File: config.mk
export PLATFORM = sky130hd
export DESIGN_NAME = clock_module
export DESIGN_NICKNAME = d
export VERILOG_FILES = /design/src/rtl/clock_module.sv
export SDC_FILE = /design/constraint.sdc
export NUM_CORES = 1
export LEC_CHECK = 0
export CORE_MARGIN = 5
export CORE_UTILIZATION = 42
export DETAILED_ROUTE_END_ITERATION = 8
export GPL_TIMING_DRIVEN = 0
export HOLD_SLACK_MARGIN = 0.06
export PLACE_DENSITY = 0.7
export SLEW_MARGIN = 40
export SYNTH_ARGS = -nofsm -noshare
export SYNTH_HDL_FRONTEND = slang
export SYNTH_SLANG_ARGS = --single-unit
File: constraint.sdc
create_clock -name clk -period 2.7 [get_ports clk]
set_input_delay 0.54 -clock clk [delete_from_list [all_inputs] [get_ports clk]]
set_output_delay 0.54 -clock clk [all_outputs]
set_load 0.01 [all_outputs]
File: src/rtl/clock_module.sv
`default_nettype none
// +------------------------------------------------------------------------+
// | Module      : clock_module                                             |
// | Description : 24-hour BCD time-of-day counter. A prescaler divides     |
// |               clk by CLK_HZ to make a 1 Hz tick. Hours and minutes can |
// |               be set with single-cycle pulses.                         |
// |               Optional alarm comparator: define CLOCK_MODULE_ALARM_EN. |
// | Revision    : 1.0  initial release                                     |
// +------------------------------------------------------------------------+
module clock_module #(
  parameter int CLK_HZ = 1000
) (
  input  logic       clk,
  input  logic       rst_n,
  input  logic       run,
  input  logic       inc_min,
  input  logic       inc_hr,
  input  logic [7:0] alarm_hh,
  input  logic [7:0] alarm_mm,
  input  logic       alarm_en,
  output logic [7:0] hh_bcd,
  output logic [7:0] mm_bcd,
  output logic [7:0] ss_bcd,
  output logic       tick_1hz,
  output logic       alarm
);

  localparam int            PW        = (CLK_HZ > 1) ? $clog2(CLK_HZ) : 1;
  localparam logic [PW-1:0] PRESC_MAX = PW'(CLK_HZ - 1);

  logic [PW-1:0] presc;
  logic [3:0]    hh_t, hh_u, mm_t, mm_u, ss_t, ss_u;
  logic [3:0]    hh_t_n, hh_u_n, mm_t_n, mm_u_n, ss_t_n, ss_u_n;
  logic          sec_tick, sec_carry, min_carry, min_step, hr_step;

  // Tick/carry decode and next-state of every BCD digit.
  always_comb begin
    sec_tick  = run && (presc == PRESC_MAX);
    sec_carry = sec_tick && (ss_t == 4'd5) && (ss_u == 4'd9);
    // A manual minute step replaces the seconds carry, and never ripples into hours.
    min_step  = inc_min || sec_carry;
    min_carry = sec_carry && !inc_min && (mm_t == 4'd5) && (mm_u == 4'd9);
    hr_step   = inc_hr || min_carry;

    ss_t_n = ss_t;
    ss_u_n = ss_u;
    mm_t_n = mm_t;
    mm_u_n = mm_u;
    hh_t_n = hh_t;
    hh_u_n = hh_u;

    if (sec_tick) begin
      if (ss_u == 4'd9) begin
        ss_u_n = 4'd0;
        ss_t_n = (ss_t == 4'd5) ? 4'd0 : ss_t + 4'd1;
      end else begin
        ss_u_n = ss_u + 4'd1;
      end
    end

    if (min_step) begin
      if (mm_u == 4'd9) begin
        mm_u_n = 4'd0;
        mm_t_n = (mm_t == 4'd5) ? 4'd0 : mm_t + 4'd1;
      end else begin
        mm_u_n = mm_u + 4'd1;
      end
    end

    if (hr_step) begin
      if ((hh_t == 4'd2) && (hh_u == 4'd3)) begin
        hh_t_n = 4'd0;
        hh_u_n = 4'd0;
      end else if (hh_u == 4'd9) begin
        hh_u_n = 4'd0;
        hh_t_n = hh_t + 4'd1;
      end else begin
        hh_u_n = hh_u + 4'd1;
      end
    end
  end

  // Prescaler: free-runs 0..CLK_HZ-1 while run is high, holds otherwise.
  always_ff @(posedge clk or negedge rst_n) begin
    if (!rst_n) begin
      presc <= '0;
    end else if (run) begin
      presc <= (presc == PRESC_MAX) ? '0 : presc + PW'(1);
    end
  end

  // Time digits and the one-cycle tick that accompanies each new second.
  always_ff @(posedge clk or negedge rst_n) begin
    if (!rst_n) begin
      ss_t     <= 4'd0;
      ss_u     <= 4'd0;
      mm_t     <= 4'd0;
      mm_u     <= 4'd0;
      hh_t     <= 4'd0;
      hh_u     <= 4'd0;
      tick_1hz <= 1'b0;
    end else begin
      ss_t     <= ss_t_n;
      ss_u     <= ss_u_n;
      mm_t     <= mm_t_n;
      mm_u     <= mm_u_n;
      hh_t     <= hh_t_n;
      hh_u     <= hh_u_n;
      tick_1hz <= sec_tick;
    end
  end

  assign hh_bcd = {hh_t, hh_u};
  assign mm_bcd = {mm_t, mm_u};
  assign ss_bcd = {ss_t, ss_u};

`ifdef CLOCK_MODULE_ALARM_EN
  logic alarm_q;

  // Alarm sets at second 00 of the matching minute and holds while hh:mm still match.
  always_ff @(posedge clk or negedge rst_n) begin
    if (!rst_n) begin
      alarm_q <= 1'b0;
    end else begin
      alarm_q <= alarm_en && (hh_bcd == alarm_hh) && (mm_bcd == alarm_mm) &&
                 ((ss_bcd == 8'h00) || alarm_q);
    end
  end

  assign alarm = alarm_q;
`else
  logic unused_alarm_inputs;
  assign unused_alarm_inputs = ^{alarm_hh, alarm_mm, alarm_en};
  assign alarm = 1'b0;
`endif

endmodule
`default_nettype wire

## After elaboration in Yosys (flattened, before gate mapping)

Index checks and enable logic that the tools add are counted.
W data, S select, Z words.

| word-level totals | value |
|---|---|
| register bits | 35 |
| input port bits | 22 |
| output and inout port bits | 26 |

| operators by class | value |
|---|---|
| $add $sub $neg | 7 |
| equal/unequal tests | 8 |
| muxes and demuxes | 9 |
| reduce and logical (&&, ||, !) cells | 14 |

Operators by type and width:

| operator | count |
|---|---|
| $mux W4 | 8 |
| $add A4 B1 Y4 const B | 6 |
| $eq A4 B4 Y1 const B | 3 |
| $add A10 B1 Y10 const B | 1 |
| $eq A10 B10 Y1 const B | 1 |
| $mux W10 | 1 |
| $eq A4 B2 Y1 const B | 2 |
| $eq A4 B3 Y1 const B | 2 |
| $logic_and A1 B1 Y1 | 7 |
| $reduce_and A2 Y1 | 3 |
| $logic_or A1 B1 Y1 | 2 |
| $reduce_bool A2 Y1 | 1 |
| $logic_not A1 Y1 | 1 |

## Logic depth before layout (Yosys ltp)

Gate-level depths: netlist of the first run.

| depth | value |
|---|---|
| depth after elaboration | 9 |
| depth in mapped cells | 8 |
| depth with buffers taken out | 6 |

## Worst setup path after synthesis of the first run

No wires, ideal clock.

| path | value |
|---|---|
| kind | input-to-reg |
| from | in run |
| to | reg mm_u[1] |
| arrival | 1.772 ns |
| slack | 0.803 ns |
| stages | 7 |
| cell sequence | buf_6 and4_1 and4bb_1 buf_6 a21oi_4 nor2b_2 mux2_4 |

| on the way | value |
|---|---|
| word-level cells in the longest chain between the ends | 4 |

Ends and longest elaborated chain:

| what | line | text |
|---|---|---|
| from (decl) | 15 | `input logic run,` |
| $logic_and A1 B1 Y1 | 38 | `sec_tick = run && (presc == PRESC_MAX);` |
| $logic_and A1 B1 Y1 (2 in a row) | 39 | `sec_carry = sec_tick && (ss_t == 4'd5) && (ss_u == 4'd9);` |
| $logic_or A1 B1 Y1 | 41 | `min_step = inc_min \|\| sec_carry;` |
| to (signal assigned) | 106 | `mm_u <= mm_u_n;` |
| to (decl) | 32 | `logic [3:0] hh_t, hh_u, mm_t, mm_u, ss_t, ss_u;` |

Every way passes these cells.
A chain may end at the register's enable or synchronous reset.

## Worst setup path after layout of the first run

| path | value |
|---|---|
| from | reg presc[0] |
| to | reg mm_u[1] |

| on the way | value |
|---|---|
| word-level cells in the longest chain between the ends | 5 |

Ends and longest elaborated chain:

| what | line | text |
|---|---|---|
| from (decl) | 31 | `logic [PW-1:0] presc;` |
| from (signal assigned) | 88 | `presc <= (presc == PRESC_MAX) ? '0 : presc + PW'(1);` |
| $eq A10 B10 Y1 | 38 |  |
| $logic_and A1 B1 Y1 | 38 |  |
| $logic_and A1 B1 Y1 (2 in a row) | 39 |  |
| $logic_or A1 B1 Y1 | 41 |  |

Every way passes these cells.

==> results of run 1 <==
==> kinds of logic (layout without fill, tap and decap cells) <==
family,Yosys count,in the layout,synth area share
flip-flops,35,35,0.4720
AO/OA/AOI/OAI,30,30,0.1167
other,1,1,0.002021
buffers and inverters,17,53,0.04922
AND/OR/NAND/NOR,66,66,0.2104
XOR/XNOR,15,15,0.07080
multiplexers,7,7,0.04518
adder cells (fa/ha/maj),5,5,0.03372
==> final timing paths <==
| path | start | to | slack [ns] | cells past startpoint |
|---|---|---|---|---|
| worst min-delay path | rst_n | ss_u[1] | 0.16 | 1 |
| worst min register to register | presc[9] | presc[9] | 0.50 | 1 |
| min in group clk | run | presc[0] | 0.47 | 2 |
| worst max register to register | presc[0] | mm_u[1] | 0.70 | 7 |
| max in group asynchronous | rst_n | mm_t[3] | 2.11 | 2 |
| worst max-delay path | presc[0] | mm_u[1] | 0.70 | 7 |
==> worst max-delay path, stage by stage, from the launching register on <==
cell and delay [ns]:
dfrtp_1 0.41, ha_1 0.26, and4_1 0.18, and4bb_1 0.21, buf_6 0.14, a21oi_4 0.31, nor2b_2 0.08, mux2_4 0.30
==> Yosys cell counts, drive strengths merged (2+ instances only) <==
library cell / count / area, um2
dfrtp: 35 / 875.8
nand2: 13 / 48.80
nor2: 12 / 47.55
inv: 11 / 41.29
xnor2: 11 / 96.34
nand3: 10 / 50.05
a21oi: 8 / 51.30
o21ai: 8 / 40.04
buf: 6 / 50.04
ha: 5 / 62.56
mux2: 5 / 63.81
nor3: 4 / 20.02
xor2: 4 / 35.03
and3: 3 / 18.77
nand3b: 3 / 22.52
nand4b: 3 / 26.28
o2bb2ai: 3 / 26.28
a31o: 2 / 26.28
and4: 2 / 17.52
mux2i: 2 / 20.02
nand2b: 2 / 12.51
nand4: 2 / 12.51
nor2b: 2 / 15.02
nor3b: 2 / 26.28
o21a: 2 / 15.01
or2: 2 / 12.51
==> power by group through the flow <==
stage,Clock [mW],Combinational (mW),Sequential (mW)
CTS,0.397,0.708,0.853
detailed placement,0,0.705,0.861
finish,0.380,0.697,0.851
floorplan,0,0.363,0.875
global route,0.422,0.768,0.885
global placement,0,0.684,0.856
==> cell type report <==
cell class              instances  area [um2]
plain buffers                   6       50.05
clock buffers                   6       82.58
clock inverters                 1       5.005
fillers                       398        2013
inverters                      11       41.29
multi-input cells             124       888.4
flip-flops and latches         35       875.8
well taps                      52       65.06
repair buffers                 29       302.8
==> sequential cells by signal, summed over array words and instances (netlist names) <==
name,count
presc,10
hh_t,4
hh_u,4
mm_t,4
mm_u,4
ss_t,4
ss_u,4
tick_1hz,1
==> routing by layer <==
metal  GRT usage  wire length (um)
met1      0.1590              1665
met2      0.1995              1635
met3     0.04374               158
met4     0.05769                34
met5           0                 0
==> stage by stage <==
stage | hold slack, ns | cell area (um2)
finish | 0.1579 | 2311
floorplan | 0.2444 | 1856
global placement | 0.4870 | 2201
CTS | 0.1645 | 2311
detailed placement | 0.4747 | 2223
global route | 0.1733 | 2311
==> impl_results.md, run 1 <==
- Hpwl dp: 2565 um
- ANT nets after route: 0
- Pre-CTS setup slack: 0.6515 ns
- Int Pwr: 1.281 mW
- WL/cell: 13.23 um
- Die Wd: 76.47 um
- P_leak: 0.9953 nW
- #FFs+latches synth: 35
- # Max-Cap Violations: 0
- Post-cts sizing count: 0
- Arr. time, crit path: 2.17 ns
- Mapped Cells: 176
- Clock group share of total power: 0.197
- VDD IR-drop max: 0.4768 mV
- Die area: 0.005847 mm2
- CP required: 2.87 ns
- Outcome: completed
- Startpoint Class: register
- Utilization after layout: 0.5344
- Worst-path clk slew: 0.07 ns
- I/O pin cnt: 48
- Area Overhead vs Synth: 24.55%
- Post-synthesis async set-or-reset flop share: 1.000
- CP max FO: 10
- Setup Fix Bufs, Post-CTS: 0
- Vias: 1388
- RSZ-0062 raised after global routing: no
- Max Slew Vio Count: 0
- Final wirelength: 3493 um
- Avg Inst Size Synth: 10.54 um2
- CTS Buf Count: 5
- DRC viols: 0
- Top FF cell, synth: dfrtp_1
- Total Nets Final: 239
- Max Fclk: 499.4 MHz
- Switching Power: 0.6476 mW
- Number of synthesized flops with an enable pin: 0
- CTS tree: done
- Syn_nets: 203
- Combinational share of power: 0.361
- Grt total ovfl: 0
- Buffers added on ports: 28
- Synth warnings: 0
- 1st-pass router iterations: 4
- Antenna diodes: 0
- Rows: 24
- Seq pwr share: 0.441
- Crit path setup slack, layout: 0.6977 ns
- Cell area after synthesis: 0.001856 mm2
- Setup violators final: 0
- Gpl congestion: 0.8667
- Vias per std cell: 5.258
- Setup TNS: 0 ns
- Fin cells: 264
- Max clock buf depth: 2
- Dpl cells: 257
- Initial DRC count: 48
- Clock H-tree levels: 2
- Layout cells sized above 1: 0.1274
- Die Y: 76.47 um
- Commonest non-fill, non-tap cell in the layout: dfrtp_1
- Fin. Hold Viols: 0
- Power Total: 1.929 mW
- First-pass GRT wire length: 6127 um
- Vias in the first global route: 1350
- CP Class: register to register
- Worst skew pair latency: 0.28 ns
- CTS sink count: 35
- CP Capture Type: register
- Net Sw Frac: 0.3358
- Hold_buf cts: 0
- P per Cell Area: 834.5 mW/mm2
- Sequential area share after synthesis: 0.4720
- Skew final: 0.007102 ns
- Clock root buffer: clkbuf_8
- Core Footprint: 0.004324 mm2
- Final period util: 0.7416
- GRT Resource Usage Total: 0.1280
- Final worst path period need: 2.002 ns
- Initial antenna violation count: 0
- HP Class: input port to async pin
- Largest net degree at the start of global routing: 23
- Starting Density: 0.4291
- Netlist cell types: 50
- Commonest cells after routing, fill and taps aside: 35 x dfrtp_1, 27 x clkdlybuf4s50_1, 13 x nand2_1
(Power assumes the default switching activity.)
==> run 2, diff against run 1 <==
PLACE_DENSITY = 0.73   (was 0.7)
clock period = 1.6 ns   (was 2.7 ns; I/O delays follow)
==> run 2 against run 1 <==
Compared with the run above: the run now ends with setup timing left; sequential share of layout area shrank 5.7 points; clock power up 120%; count of clock-buffer cells in the layout is the same; first-iteration DRC count shrank 8.3%; via count up 11%; fmax rose by 9.5%; hold slack better by 0.10 ns; clock skew up 0.00054 ns.
==> impl_results.md, run 2 (synthesis gave the netlist of run 1 again) <==
- Outcome: finished with violations
- Failing checks: setup timing
- CP Capture Type: register
- P_leak: 1.310 nW (+32%)
- Largest net degree at the start of global routing: 25 (+8.7%)
- Die Y: 76.47 um (unchanged)
- Arr. time, crit path: 1.99 ns (-0.18 ns)
- Hpwl dp: 2607 um (+1.6%)
- Initial antenna violation count: 0 (unchanged)
- Skew final: 0.007639 ns (+0.0005373 ns)
- Rows: 24 (unchanged)
- 1st-pass router iterations: 4 (unchanged)
- Commonest cells after routing, fill and taps aside: 25 x buf_4, 25 x dfrtp_1, 17 x clkdlybuf4s50_1, 11 x inv_1
- HP Class: input port to register
- Max Fclk: 546.7 MHz (+9.5%)
- Crit path setup slack, layout: -0.2291 ns (-0.9268 ns)
- Area Overhead vs Synth: 48.48%
- Final worst path period need: 1.829 ns (-0.1732 ns)
- DRC viols: 0 (unchanged)
- Initial DRC count: 44 (-8.3%)
- Final period util: 1.143 (+0.4016)
- Fin cells: 293 (+11%)
- Core Footprint: 0.004324 mm2 (unchanged)
- Dpl cells: 257 (unchanged)
- VDD IR-drop max: 0.8800 mV (+85%)
- Crit path buffers/inverters: 1 (unchanged)
- CTS sink count: 35 (unchanged)
- RSZ-0062 raised after global routing: yes
- Starting Density: 0.4291 (unchanged)
- Placed standard-cell area: 0.002242 mm2 (+0.84%)
- Die Wd: 76.47 um (unchanged)
- CTS tree: done
- Worst path top cell family by delay: simple AND/OR/NAND/NOR gates
- WL/cell: 14.12 um (+6.7%)
- # Max-Cap Violations: 0 (unchanged)
- Clock root buffer: clkbuf_8
- Gpl congestion: 0.8099 (-6.6%)
- Buffers added on ports: 28 (unchanged)
- Vias in the first global route: 1547 (+15%)
- Vias per std cell: 5.249 (-0.16%)
- Total Nets Final: 267 (+12%)
- Layout cells sized above 1: 0.3568 (+0.2295)
- Die area: 0.005847 mm2 (unchanged)
- Power Total: 3.944 mW (+100%)
- Final wirelength: 4137 um (+18%)
- Worst skew pair latency: 0.28 ns (about the same)
- Slowest cell on crit path: dfrtp_1
- Flop2flop setup slack: -0.23 ns (-0.93 ns)
- Fillers: 350 (-12%)
- CTS Buf Count: 5 (unchanged)
- Setup violators final: 18 (+18)
- Pre-CTS setup slack: -0.3486 ns (-1.000 ns)
- Max clock buf depth: 2 (unchanged)
- Clock H-tree levels: 2 (unchanged)
- CP Class: register to register
- Vias: 1538 (+11%)
- Startpoint Class: register
- Max Slew Vio Count: 0 (unchanged)
- CP required: 1.77 ns (-1.10 ns)
- Setup TNS: -2.831 ns (-2.831 ns)
- P per Cell Area: 1431 mW/mm2 (+72%)
- Cell-by-cell trace of the critical path: ha_4 > and4_1 > and4bb_1 > buf_6 > a21oi_4 > nor2_2 > mux2_4
- ANT nets after route: 0 (unchanged)
- CP max FO: 6 (-4)
- Grt total ovfl: 0 (unchanged)
- Fin. Hold Viols: 0 (unchanged)
- Max reg flops: 10 (unchanged)
- Worst-path clk slew: 0.07 ns (about the same)
- Max incr delay on CP: 0.42 ns (about the same)
- First-pass GRT wire length: 7279 um (+19%)
- Post-route cell area: 0.002755 mm2 (+19%)
- Antenna diodes: 0 (unchanged)
- GRT Resource Usage Total: 0.1488 (+0.02086)
- I/O pin cnt: 48 (unchanged)
- Biggest register: presc
-- run 2: changes by cell type in the layout (fill, tap and decap cells not counted), sizes merged --
cell,change
buf,+27
bufinv,+1
clkdlybuf4s50,-10
dlygate4sd2,+1
dlygate4sd3,+1
dlymetal6s2s,+9
-- run 2: per-stage QoR --
| stage | hold WS [ns] | util |
|---|---|---|
| finish | 0.2576 | 0.6372 |
| global placement | 0.4871 | 0.5150 |
| detailed placement | 0.2291 | 0.5185 |
| global route | 0.2638 | 0.6372 |
| CTS | 0.2392 | 0.5978 |
| floorplan | 0.02441 | - |
-- run 2: final cells by class --
cell class              count  area, um2  share of cell area
plain buffers               6      60.06             0.02180
clock buffers               6      82.58             0.02997
clock inverters             2      35.03             0.01272
inverters                  11      41.29             0.01499
multi-input cells         124       1026              0.3724
flip-flops and latches     35      888.4              0.3224
well taps                  52      65.06             0.02361
repair buffers             57      556.8              0.2021
-- run 2: what timing repair did --
item                                    4_1_cts  5_1_grt
hold buffers                                  1        0
buffers inserted                             16       11
endpoints found under the setup margin       35       37
pin swaps                                     8       11
gates resized for setup                      24       27
cloned                                        1        0
endpoints found under the hold margin        11        0
-- run 2: report_power, final --
part / switching [mW] / total (mW) / internal (mW)
Sequential: 0.265 / 1.41 / 1.14
Clock: 0.326 / 0.831 / 0.504
Combinational: 0.716 / 1.71 / 0.992
Total: 1.31 / 3.94 / 2.64
-- run 2: per-layer routing --
layer,wire length [um],vias to the layer above,GRT usage
met5,0,-,0
met4,66,0,0.05769
met3,141,7,0.03783
met2,2040,28,0.2466
met1,1889,759,0.1846
li1,-,744,-
-- run 2: worst paths after layout --
check | from | end | depth (start not counted)
max reg2reg | presc[0] | mm_t[1] | 7
max in group asynchronous | rst_n | mm_t[1] | 3
min reg2reg | presc[9] | presc[9] | 1
min | run | presc[0] | 2
max | presc[0] | mm_t[1] | 7
min in group asynchronous | rst_n | ss_u[3] | 2
==> patch, RTL diff (flow settings as in run 2) <==
Register the outputs `hh_bcd`, `mm_bcd` and `ss_bcd`, without a reset; this adds one clock of latency there. The other outputs are not delayed to match.
--- a/src/rtl/clock_module.sv
+++ b/src/rtl/clock_module.sv
@@ -112,5 +112,7 @@
 
-  assign hh_bcd = {hh_t, hh_u};
-  assign mm_bcd = {mm_t, mm_u};
-  assign ss_bcd = {ss_t, ss_u};
+  always_ff @(posedge clk) begin
+    hh_bcd <= {hh_t, hh_u};
+    mm_bcd <= {mm_t, mm_u};
+    ss_bcd <= {ss_t, ss_u};
+  end
 
Formal check against the unedited RTL: not equivalent (a bounded check fails within 4 cycles, from zero or initial values and one cycle with rst_n low).
==> patch against run 2 <==
The run still ends with setup timing left. Via count is 15% higher. Fmax is 1.5% lower. Sequential cell count is 24 higher. Wire length is 21% higher. Sequential share of layout area is 7.5 points higher. Design area is 25% higher. Power is 31% higher. Synthesized area is 25% higher. Worst setup slack worse by 0.027 ns. Largest power group is now sequential cells.
==> patch: results (changes against run 2) <==
Status
  • Run status: finished with violations
  • Failing checks: setup timing

Drt
  • Routed WL: 5.00 mm (+21%)
  • Routed wl met3: 177 um (+26%)
  • Vias: 1774 (+15%)

CTS
  • Post-cts sizing count: 22 (-8.3%)
  • Post-CTS setup buffers: 19 (+3)

Global route
  • Grt met1 use: 0.169 (-0.0156)
  • GRT Total Usage: 0.134 (-0.0149)
  • First-pass GRT wire length: 7.70 mm (+5.8%)

Place
  • Placed Instance Area: 0.00275 mm^2 (+22%)
  • Detailed Place HPWL: 2.70 mm (+3.7%)

Hold path
  • Worst Hold Depth: 0 (-2)
  • Launch point of the worst hold path: mm_t[0]$_DFFE_PN0P_
  • WHS Endpoint: mm_bcd[4]$_DFF_P_

Setup path
  • Reg2Reg Depth: 6 (-1)
  • CP max FO: 8 (+2)
  • Worst reg2reg path startpoint: mm_t[2]$_DFFE_PN0P_
  • CP arrival: 2.06 ns (+0.07 ns)
  • Critical R2R Capture: hh_u[2]$_DFFE_PN0P_

Logic synthesis
  • Syn Area/Cell: 11.4 um^2 (+8.0%)
  • Top cells by area, synth: dfrtp_1, dfxtp_1, xnor2_1, ha_1, inv_1
  • Post-synthesis sequential area ratio: 0.584 (+0.112)
  • Top post-synthesis cells by count: dfrtp_1, dfxtp_1, inv_1, nand2_1

Layout
  • FF+latch count: 59 (+69%)
  • Total Nets Final: 305 (+14%)
  • CLK BUF: 14 (+8)
  • Fillers: 390 (+11%)

Timing
  • Final setup vio count: 27 (+9)
  • Final Skew: 0.0108 ns (+0.00321 ns)
  • Hold_ws: 0.414 ns (+0.157 ns)
  • Fin Setup TNS: -3.37 ns (-0.535 ns)
  • Setup ws final: -0.256 ns (-0.0270 ns)

Power
  • Pleak: 0.00144 uW (+10%)

Floorplanning
  • DIE AREA: 0.00712 mm^2 (+22%)
[patch: cell count changes in the layout (fill, tap and decap cells not counted), sizes merged, moves of 3 or more]
cell,before,now
a21oi,8,5
buf,35,38
dfxtp,0,24
o21ai,8,13
clkdlybuf4s50,17,27
a22o,1,5
clkbuf,6,14
dlymetal6s2s,9,1
[patch: how the worst max path moves through the flow]
stage | slack (ns) | start | endpoint
after global placement | -0.61 | run | hh_u[2]$_DFFE_PN0P_
after global routing | -0.37 | mm_t[2]$_DFFE_PN0P_ | hh_t[2]$_DFFE_PN0P_
final | -0.26 | mm_t[2]$_DFFE_PN0P_ | hh_u[2]$_DFFE_PN0P_
after CTS | -0.21 | presc[0]$_DFFE_PN0P_ | hh_t[2]$_DFFE_PN0P_
after floorplan | -0.13 | presc[1]$_DFFE_PN0P_ | mm_t[1]$_DFFE_PN0P_
after detailed placement | -0.63 | run | hh_u[2]$_DFFE_PN0P_
